### src/rtl/tx_sched_if.sv
// -----------------------------------------------------------------------------
// tx_sched_if
//
// Bundles the word-producer side (readback and sample ports) and the byte-wide
// transceiver side of the transmit scheduler.
//
// Signal names keep the direction as seen from the scheduler:
//   _i : driven by the producers / transceiver, read by the scheduler
//   _o : driven by the scheduler
//
// Modports:
//   slave  : the scheduler itself (tx_sched)
//   master : whatever drives the producers/transceiver side (system or bench)
//
// Signals:
//   rb_tx_i    [8*BYTES] readback word
//   rb_stb_i             readback word valid, one-cycle pulse
//   rb_rdy_o             readback holding register empty
//   smp_tx_i   [8*BYTES] sample word
//   smp_en_i   [BYTES]   per-byte send enable for the sample word
//   smp_stb_i            sample word valid, one-cycle pulse
//   smp_rdy_o            sample holding register empty
//   smp_ovf_o            sticky: sample strobe arrived while register full
//   tx_rdy_i             transceiver can accept a byte
//   tx_data_o  [8]       byte to transmit
//   tx_stb_o             byte strobe toward the transceiver
//   busy_o               a word is being serialized
//   done_o               pulse when the last byte position has been handled
// -----------------------------------------------------------------------------
interface tx_sched_if #(
  parameter int BYTES = 4
);
  logic [8*BYTES-1:0] rb_tx_i;
  logic               rb_stb_i;
  logic               rb_rdy_o;

  logic [8*BYTES-1:0] smp_tx_i;
  logic [BYTES-1:0]   smp_en_i;
  logic               smp_stb_i;
  logic               smp_rdy_o;
  logic               smp_ovf_o;

  logic               tx_rdy_i;
  logic [7:0]         tx_data_o;
  logic               tx_stb_o;
  logic               busy_o;
  logic               done_o;

  modport slave (
    input  rb_tx_i, rb_stb_i,
    output rb_rdy_o,
    input  smp_tx_i, smp_en_i, smp_stb_i,
    output smp_rdy_o, smp_ovf_o,
    input  tx_rdy_i,
    output tx_data_o, tx_stb_o, busy_o, done_o
  );

  modport master (
    output rb_tx_i, rb_stb_i,
    input  rb_rdy_o,
    output smp_tx_i, smp_en_i, smp_stb_i,
    input  smp_rdy_o, smp_ovf_o,
    output tx_rdy_i,
    input  tx_data_o, tx_stb_o, busy_o, done_o
  );
endinterface

### src/rtl/tx_sched.sv
// -----------------------------------------------------------------------------
// tx_sched
//
// Transmit scheduler between two 32-bit word producers (ID/metadata readback,
// sample controller) and a byte-wide UART transmitter. Each producer owns a
// one-word holding register; a fixed-priority arbiter (readback first) hands
// full registers to a serializer that emits the word LSB-first, one byte at a
// time, under a per-byte enable mask. Only one byte is in flight: after every
// strobe the FSM spends one GAP cycle so the transceiver can drop tx_rdy_i.
//
// Ports:
//   clk_i  system clock
//   rst_i  asynchronous active-high reset
//   clr_i  synchronous clear, same effect as reset
//   bus    tx_sched_if.slave (producer ports, transceiver handshake, status)
// -----------------------------------------------------------------------------
module tx_sched #(
  parameter int BYTES = 4
) (
  input  logic        clk_i,
  input  logic        rst_i,
  input  logic        clr_i,
  tx_sched_if.slave   bus
);

  localparam int WW = 8 * BYTES;
  localparam int IW = (BYTES > 1) ? $clog2(BYTES) : 1;
  localparam logic [IW-1:0] LAST_IDX = IW'(BYTES - 1);

  typedef enum logic [1:0] {
    IDLE = 2'd0,
    SEND = 2'd1,
    GAP  = 2'd2
  } state_t;

  // ---------------------------------------------------------------------------
  // State
  // ---------------------------------------------------------------------------
  state_t            state_q,      state_d;
  logic [IW-1:0]     idx_q,        idx_d;
  logic [WW-1:0]     shift_q,      shift_d;
  logic [BYTES-1:0]  mask_q,       mask_d;

  logic [WW-1:0]     rb_word_q,    rb_word_d;
  logic              rb_full_q,    rb_full_d;

  logic [WW-1:0]     smp_word_q,   smp_word_d;
  logic [BYTES-1:0]  smp_mask_q,   smp_mask_d;
  logic              smp_full_q,   smp_full_d;
  logic              smp_ovf_q,    smp_ovf_d;

  logic              tx_stb;
  logic              done;
  logic              is_last;
  logic              cur_en;

  // ---------------------------------------------------------------------------
  // Byte view of the shift word; tx_data_o is a pure mux on the registered
  // index, so it stays stable for as long as the FSM stalls in SEND.
  // ---------------------------------------------------------------------------
  logic [7:0] shift_bytes [BYTES];

  for (genvar gi = 0; gi < BYTES; gi++) begin : g_bytes
    assign shift_bytes[gi] = shift_q[8*gi +: 8];
  end

  assign is_last = (idx_q == LAST_IDX);
  assign cur_en  = mask_q[idx_q];

  // ---------------------------------------------------------------------------
  // Next-state logic
  // ---------------------------------------------------------------------------
  always_comb begin
    state_d    = state_q;
    idx_d      = idx_q;
    shift_d    = shift_q;
    mask_d     = mask_q;
    rb_word_d  = rb_word_q;
    rb_full_d  = rb_full_q;
    smp_word_d = smp_word_q;
    smp_mask_d = smp_mask_q;
    smp_full_d = smp_full_q;
    smp_ovf_d  = smp_ovf_q;
    tx_stb     = 1'b0;
    done       = 1'b0;

    // Capture decisions look only at the registered full flags. A register
    // being drained this cycle is still full, so a coincident strobe is
    // dropped; drain and capture can therefore never collide.
    if (bus.rb_stb_i && !rb_full_q) begin
      rb_word_d = bus.rb_tx_i;
      rb_full_d = 1'b1;
    end

    if (bus.smp_stb_i) begin
      if (!smp_full_q) begin
        smp_word_d = bus.smp_tx_i;
        smp_mask_d = bus.smp_en_i;
        smp_full_d = 1'b1;
      end else begin
        smp_ovf_d = 1'b1;
      end
    end

    case (state_q)
      IDLE: begin
        // Fixed priority: readback always beats sample.
        if (rb_full_q) begin
          shift_d   = rb_word_q;
          mask_d    = '1;
          rb_full_d = 1'b0;
          idx_d     = '0;
          state_d   = SEND;
        end else if (smp_full_q) begin
          shift_d    = smp_word_q;
          mask_d     = smp_mask_q;
          smp_full_d = 1'b0;
          idx_d      = '0;
          state_d    = SEND;
        end
      end

      SEND: begin
        if (!cur_en) begin
          // Disabled byte position: consumes one cycle, no strobe.
          if (is_last) begin
            done    = 1'b1;
            state_d = IDLE;
          end else begin
            idx_d = idx_q + 1'b1;
          end
        end else if (bus.tx_rdy_i) begin
          tx_stb  = 1'b1;
          state_d = GAP;
        end
      end

      GAP: begin
        // tx_rdy_i is deliberately ignored here: the transceiver only
        // drops it the cycle after accepting a byte.
        if (is_last) begin
          done    = 1'b1;
          state_d = IDLE;
        end else begin
          idx_d   = idx_q + 1'b1;
          state_d = SEND;
        end
      end

      default: begin
        state_d = IDLE;
      end
    endcase

    // Synchronous clear overrides everything, including captures and the
    // sticky overflow flag.
    if (clr_i) begin
      state_d    = IDLE;
      idx_d      = '0;
      shift_d    = '0;
      mask_d     = '0;
      rb_word_d  = '0;
      rb_full_d  = 1'b0;
      smp_word_d = '0;
      smp_mask_d = '0;
      smp_full_d = 1'b0;
      smp_ovf_d  = 1'b0;
    end
  end

  // ---------------------------------------------------------------------------
  // State register
  // ---------------------------------------------------------------------------
  always_ff @(posedge clk_i or posedge rst_i) begin
    if (rst_i) begin
      state_q    <= IDLE;
      idx_q      <= '0;
      shift_q    <= '0;
      mask_q     <= '0;
      rb_word_q  <= '0;
      rb_full_q  <= 1'b0;
      smp_word_q <= '0;
      smp_mask_q <= '0;
      smp_full_q <= 1'b0;
      smp_ovf_q  <= 1'b0;
    end else begin
      state_q    <= state_d;
      idx_q      <= idx_d;
      shift_q    <= shift_d;
      mask_q     <= mask_d;
      rb_word_q  <= rb_word_d;
      rb_full_q  <= rb_full_d;
      smp_word_q <= smp_word_d;
      smp_mask_q <= smp_mask_d;
      smp_full_q <= smp_full_d;
      smp_ovf_q  <= smp_ovf_d;
    end
  end

  // ---------------------------------------------------------------------------
  // Outputs
  // ---------------------------------------------------------------------------
  assign bus.rb_rdy_o  = !rb_full_q;
  assign bus.smp_rdy_o = !smp_full_q;
  assign bus.smp_ovf_o = smp_ovf_q;
  assign bus.tx_data_o = shift_bytes[idx_q];
  assign bus.tx_stb_o  = tx_stb;
  assign bus.busy_o    = (state_q != IDLE);
  assign bus.done_o    = done;

endmodule

### src/flat_wrapper.sv
// flat-port wrapper written by rule: the top's interface ports become plain ports
module tx_sched_flat 
#(
  parameter int BYTES = 4
)
  (clk_i, rst_i, clr_i, bus_rb_tx_i, bus_rb_stb_i, bus_rb_rdy_o, bus_smp_tx_i, bus_smp_en_i, bus_smp_stb_i, bus_smp_rdy_o, bus_smp_ovf_o, bus_tx_rdy_i, bus_tx_data_o, bus_tx_stb_o, bus_busy_o, bus_done_o);
  tx_sched_if #(.BYTES(BYTES)) bus_i ();
  input  logic clk_i;
  input  logic rst_i;
  input  logic clr_i;
  input wire logic [$bits(bus_i.rb_tx_i)-1:0] bus_rb_tx_i;
  input wire logic [$bits(bus_i.rb_stb_i)-1:0] bus_rb_stb_i;
  output wire logic [$bits(bus_i.rb_rdy_o)-1:0] bus_rb_rdy_o;
  input wire logic [$bits(bus_i.smp_tx_i)-1:0] bus_smp_tx_i;
  input wire logic [$bits(bus_i.smp_en_i)-1:0] bus_smp_en_i;
  input wire logic [$bits(bus_i.smp_stb_i)-1:0] bus_smp_stb_i;
  output wire logic [$bits(bus_i.smp_rdy_o)-1:0] bus_smp_rdy_o;
  output wire logic [$bits(bus_i.smp_ovf_o)-1:0] bus_smp_ovf_o;
  input wire logic [$bits(bus_i.tx_rdy_i)-1:0] bus_tx_rdy_i;
  output wire logic [$bits(bus_i.tx_data_o)-1:0] bus_tx_data_o;
  output wire logic [$bits(bus_i.tx_stb_o)-1:0] bus_tx_stb_o;
  output wire logic [$bits(bus_i.busy_o)-1:0] bus_busy_o;
  output wire logic [$bits(bus_i.done_o)-1:0] bus_done_o;
  assign bus_i.rb_tx_i = bus_rb_tx_i;
  assign bus_i.rb_stb_i = bus_rb_stb_i;
  assign bus_rb_rdy_o = bus_i.rb_rdy_o;
  assign bus_i.smp_tx_i = bus_smp_tx_i;
  assign bus_i.smp_en_i = bus_smp_en_i;
  assign bus_i.smp_stb_i = bus_smp_stb_i;
  assign bus_smp_rdy_o = bus_i.smp_rdy_o;
  assign bus_smp_ovf_o = bus_i.smp_ovf_o;
  assign bus_i.tx_rdy_i = bus_tx_rdy_i;
  assign bus_tx_data_o = bus_i.tx_data_o;
  assign bus_tx_stb_o = bus_i.tx_stb_o;
  assign bus_busy_o = bus_i.busy_o;
  assign bus_done_o = bus_i.done_o;
  tx_sched #(.BYTES(BYTES)) u_core (.clk_i(clk_i), .rst_i(rst_i), .clr_i(clr_i), .bus(bus_i));
endmodule
### config.mk
export PLATFORM = sky130hd
export DESIGN_NAME = tx_sched_flat
export DESIGN_NICKNAME = d
export VERILOG_FILES = /design/src/rtl/tx_sched_if.sv /design/src/rtl/tx_sched.sv /design/src/flat_wrapper.sv
export SDC_FILE = /design/constraint.sdc
export NUM_CORES = 1
export LEC_CHECK = 0
export BUFFER_PORTS_ARGS = -buffer_cell sky130_fd_sc_hd__buf_2
export CORE_AREA = 2 2 138 86
export CTS_CLUSTER_SIZE = 30
export DETAILED_ROUTE_END_ITERATION = 10
export DIE_AREA = 0 0 140 88
export GPL_TIMING_DRIVEN = 0
export MAX_ROUTING_LAYER = met4
export PLACE_DENSITY = 0.68
export SYNTH_ARGS = -nofsm -noshare
export SYNTH_HDL_FRONTEND = slang
export SYNTH_SLANG_ARGS = --single-unit
### constraint.sdc
create_clock -name clk_i -period 6.7 [get_ports clk_i]
set_input_delay 1.34 -clock clk_i [delete_from_list [all_inputs] [get_ports clk_i]]
set_output_delay 1.34 -clock clk_i [all_outputs]
set_load 0.03 [all_outputs]
### After elaboration in Yosys (flattened, before gate mapping)

Cells that the tools add are included.

| cells by class | value |
|---|---|
| $add $sub $neg | 1 |
| $mul | 0 |
| divide/modulo/power cells | 0 |
| $lt $le $gt $ge | 2 |
| equal/unequal tests | 8 |
| shifts and indexed selects | 0 |
| multiplexer cells | 53 |
| bitwise operators | 1 |
| reduce and logical (&&, ||, !) cells | 16 |

Operators by type and width:

| kind | count |
|---|---|
| $mux W32 | 9 |
| $mux W4 | 7 |
| $mux W2 | 11 |
| $mux W1 | 19 |
| $bmux W8 S2 | 1 |
| $mux W8 | 2 |
| $pmux W2 S3 | 2 |
| $reduce_bool A2 Y1 | 5 |
| $ne A4 B2 Y1 const B | 2 |
| $reduce_and A2 Y1 | 3 |
| $reduce_and A3 Y1 | 2 |
| $eq A2 B2 Y1 const B | 2 |
| $ne A4 B4 Y1 const B | 1 |
| $reduce_bool A4 Y1 | 1 |
| $ge A3 B3 Y1 const B | 1 |
| $lt A2 B3 Y1 const B | 1 |
| $ne A3 B3 Y1 const B | 1 |
| $not A2 Y3 | 1 |
| $reduce_bool A3 Y1 | 1 |
| $add A2 B1 Y2 const B | 1 |
| $bmux W1 S2 | 1 |
| $eq A2 B1 Y1 const B | 1 |
| $logic_not A1 Y1 | 2 |
| $logic_not A2 Y1 | 1 |
| other kinds (3) | 3 |

| storage, ports and cells | value |
|---|---|
| flip-flop bits (word level) | 111 |
| latch bits | 0 |
| RAM bits | 0 |
| ROM bits | 0 |
| input port bits | 74 |
| output and inout port bits | 14 |
| word-level logic and storage cells | 91 |
| memories | 0 |

### Depth between registers and ports, before layout

| logic depth | value |
|---|---|
| depth in word-level cells | 6 |
| mapped depth | 8 |
| depth with buffers taken out | 6 |

### Worst setup path after synthesis

Ideal clock, no wire load.

| path | value |
|---|---|
| path kind | input port to output port |
| start point | in bus_tx_rdy_i |
| end point | out bus_tx_stb_o |
| data arrival time | 1.652 ns |
| required time | 5.360 ns |
| slack | 3.708 ns |
| stages | 1 |
| buffers on the path | 0 |
| path through | and3_1 |

| on the way | value |
|---|---|
| cells in the longest elaborated chain, start to end | 3 |

RTL lines:

| element | line | RTL |
|---|---|---|
| start: declaration | flat_wrapper.sv:19 | `input wire logic [$bits(bus_i.tx_rdy_i)-1:0] bus_tx_rdy_i;` |
| $mux W1 | tx_sched.sv:132 | `end else if (bus.tx_rdy_i) begin` |
| $mux W1 | tx_sched.sv:124 | `if (!cur_en) begin` |
| $mux W1 | tx_sched.sv:105 | `case (state_q)` |
| end: declaration | flat_wrapper.sv:21 | `output wire logic [$bits(bus_i.tx_stb_o)-1:0] bus_tx_stb_o;` |

No other way between the ends.

### Worst setup path after layout

| path | value |
|---|---|
| start point | reg u_core.idx_q[0] |
| end point | out bus_tx_data_o[7] |

| on the way | value |
|---|---|
| cells in the longest elaborated chain, start to end | 4 |

RTL lines:

| element | line | RTL |
|---|---|---|
| start: declaration | tx_sched.sv:40 | `logic [IW-1:0] idx_q, idx_d;` |
| start signal: assignment | tx_sched.sv:188 | `idx_q <= idx_d;` |
| $not A2 Y3 (implied by the code) | tx_sched.sv:206 | `assign bus.tx_data_o = shift_bytes[idx_q];` |
| $bmux W8 S2 | tx_sched.sv:206 |  |
| $mux W8 (implied by the code) (2 in a row) | tx_sched.sv:206 |  |
| end: declaration | flat_wrapper.sv:20 | `output wire logic [$bits(bus_i.tx_data_o)-1:0] bus_tx_data_o;` |

No other way between the ends. The select of a mux whose other input is x is not followed.

==> impl_metrics.env <==
export IMPL_status="complete, but fails checks"
export IMPL_violations="DRC"
export IMPL_max_cap_violations=0
export IMPL_hold_violations=0
export IMPL_slew_viol_final=0
export IMPL_numCtsBuffers=9
export IMPL_ys_seq_area_share_pct=57.28
export IMPL_hold_path_startpoint="u_core.shift_q[20]"
export IMPL_die_x_um=140
export IMPL_hold_class="flop to flop"
export IMPL_critPathMaxFanout=10
export IMPL_synth_area_top_cells="dfrtp_1 57%, a22o_1 12%, mux2i_1 7.4%"
export IMPL_r2r_start="u_core.state_q[0]"
export IMPL_portBuffers=87
export IMPL_p_sw_uw=495.1
export IMPL_swShare_pct=29.23
export IMPL_cts_setup_buffers=0
export IMPL_r2r_end="u_core.shift_q[14]"
export IMPL_syn_nets=466
export IMPL_cp_end_kind="output port"
export IMPL_avgSynthCellArea_sq_um=12.56
export IMPL_gp_congestion=0.9316
export IMPL_cts_sinks=111
export IMPL_worst_slew_pin_slew_ns=0.8540
export IMPL_synth_most_common_cell="dfrtp_1"
export IMPL_clock_fmax_mhz=302.0
export IMPL_p_int_uw=1199
export IMPL_cp_data_arrival_time_ns=1.97
export IMPL_syn_cell_area_sq_um=4850
export IMPL_power_leakage_uw=0.002761
export IMPL_root_buffer="clkbuf_16"
export IMPL_vias_per_cell=5.743
export IMPL_fp_row_count=30
export IMPL_synth_commonest_cells="111 x dfrtp_1, 68 x a22o_1, 37 x nand2_1"
export IMPL_die_h_um=88
export IMPL_wl_per_cell_um=19.44
export IMPL_startpoint_type="flop"
export IMPL_syn_to_final_growth_pct=19.97
export IMPL_tns_ns=0
export IMPL_synthArstFlopShare_pct=100.0
export IMPL_htreeDepth=3
export IMPL_diodes=0
export IMPL_hpwlAfterDp_um=9010
export IMPL_rr_worst_depth=8
export IMPL_ys_flop_type="dfrtp_1"
export IMPL_slew_headroom_pct=43.07
export IMPL_start_util_pct=43.80
export IMPL_power_frac_seq_pct=45.7
export IMPL_die_area_sq_um=12320
export IMPL_hold_depth=2
export IMPL_synthCells=386
export IMPL_p_comb_share_pct=20.3
export IMPL_top_level_ports=88
export IMPL_cts_tree="built"
export IMPL_ys_ff_latch=111
export IMPL_grt_overflow=0
export IMPL_hold_end="u_core.shift_q[20]"
export IMPL_fin_crit_ns=3.311
export IMPL_yosysTopAreaCell="dfrtp_1"
export IMPL_ys_warn_count=0
export IMPL_setup_viol=0
export IMPL_place_area_sq_um=5495
export IMPL_core_sq_um=11070
export IMPL_grt_usage_pct=22.43
export IMPL_cp_required_ns=5.36
export IMPL_fin_crit_sh_pct=49.42
export IMPL_cts_resized=0
export IMPL_nets=565
export IMPL_clk_pin_slew_ns=0.07
export IMPL_power_density_nw_per_um2=291.1
export IMPL_routed_wl_um=12330
export IMPL_fin_area_sq_um=5818
export IMPL_fin_skew_ns=0.006557
export IMPL_synth_edff_count=0
export IMPL_grt_pass1_wl_um=20290
export IMPL_vias=3641
export IMPL_drc=3
export IMPL_synth_distinct_cells=34
export IMPL_synth_top_area_share_pct=57.28
export IMPL_layout_drive_gt1_share_pct=24.29
export IMPL_grt_pass1_vias=3667
export IMPL_antenna_found_initial=0
export IMPL_setup_worst_path_class="flop to output port"
export IMPL_p_clk_share_pct=34.0
export IMPL_finalWorstSetupSlack_ns=3.389
export IMPL_clk_latency_ns=0.35
export IMPL_cts_hold_fix_buffers=0
export IMPL_ant_nets=0
export IMPL_grt_max_degree=73
export IMPL_post_route_util_pct=52.54
export IMPL_r2r_slack_ns=4.36
export IMPL_total_power_uw=1694
export IMPL_vdd_drop_max_mv=0.1652
export IMPL_dr_first_iter_drc_count=328
export IMPL_first_pass_iters=8
export IMPL_rsz0062_at_grt="false"
export IMPL_pre_cts_slack_ns=3.496
export IMPL_cts_buffer_depth=2
cells in the final DEF (no fill, tap or decap), types with 3 or more instances in the layout:
cell	instances
dfrtp_1	111
buf_2	90
a22o_1	68
nand2_1	37
mux2i_1	36
o31ai_1	34
clkbuf_1	27
nor2_1	9
mux4_2	9
clkbuf_16	9
ha_1	6
a21oi_1	5
inv_1	5
o22ai_1	4
a211oi_1	4
nor3b_1	3
buf_1	3
registers in the layout, summed over array words and instances, names as in the netlist:
name / count
u_core.rb_word_q: 32
u_core.shift_q: 32
u_core.smp_word_q: 32
u_core.mask_q: 4
u_core.smp_mask_q: 4
u_core.idx_q: 2
u_core.state_q: 2
u_core.bus.smp_ovf_o: 1
u_core.rb_full_q: 1
u_core.smp_full_q: 1
metrics by stage:
stage	hold WS [ns]	cells
after floorplan	0.4432	386
after global placement	0.4643	617
after detailed placement	0.4680	618
after CTS	0.4840	634
after global routing	0.5167	634
final	0.4776	634
cell families after synthesis:
| family | synth area share, % |
|---|---|
| compound gates | 20.28 |
| flops | 57.28 |
| simple gates | 5.727 |
| mux | 11.84 |
| buf+inv | 3.328 |
| fa+ha+maj | 1.548 |
worst max-delay path by stage:
stage	from	to	slack (ns)	depth (start not counted)
finish	u_core.idx_q[0]	bus_tx_data_o[7]	3.39	4
global route	u_core.idx_q[0]	bus_tx_data_o[1]	3.28	4
CTS	u_core.idx_q[0]	bus_tx_data_o[7]	3.36	4
detailed placement	clr_i	u_core.smp_word_q[14]	3.50	5
global placement	rst_i	u_core.rb_word_q[10]	1.32	2
floorplan	rst_i	u_core.bus.smp_ovf_o	2.43	1
critical path: stages (launching register included):
cell and delay (ns):
dfrtp_1 0.40, buf_6 0.14, buf_2 0.29, mux4_2 0.58
buf_2 0.20
power by group through the flow:
stage / clock [uW] / sequential (uW) / combinational, uW
3_3_place_gp: 0 / 782 / 330
2_1_floorplan: 0 / 769 / 245
3_5_place_dp: 0 / 785 / 344
4_1_cts: 590 / 773 / 346
6_report: 575 / 774 / 344
5_1_grt: 617 / 781 / 381
final cells by class:
class,instances,area [sq um]
fillers,977,5255
inverters,7,28.78
clock inverters,6,93.84
multi-input cells,235,1911
repair buffers,88,462.9
flip-flops and latches,111,2778
clock buffers,10,229.0
well taps,144,180.2
plain buffers,33,135.1
per-layer routing:
metal	vias to the layer above	part of all wire [%]	global-route usage [%]
li1	1663	-	-
met1	1834	51	34.58
met2	127	41	29.83
met3	17	7.0	4.921
met4	0	1.3	5.326
met5	-	0	-
Power figures use the tool's default switching activity.
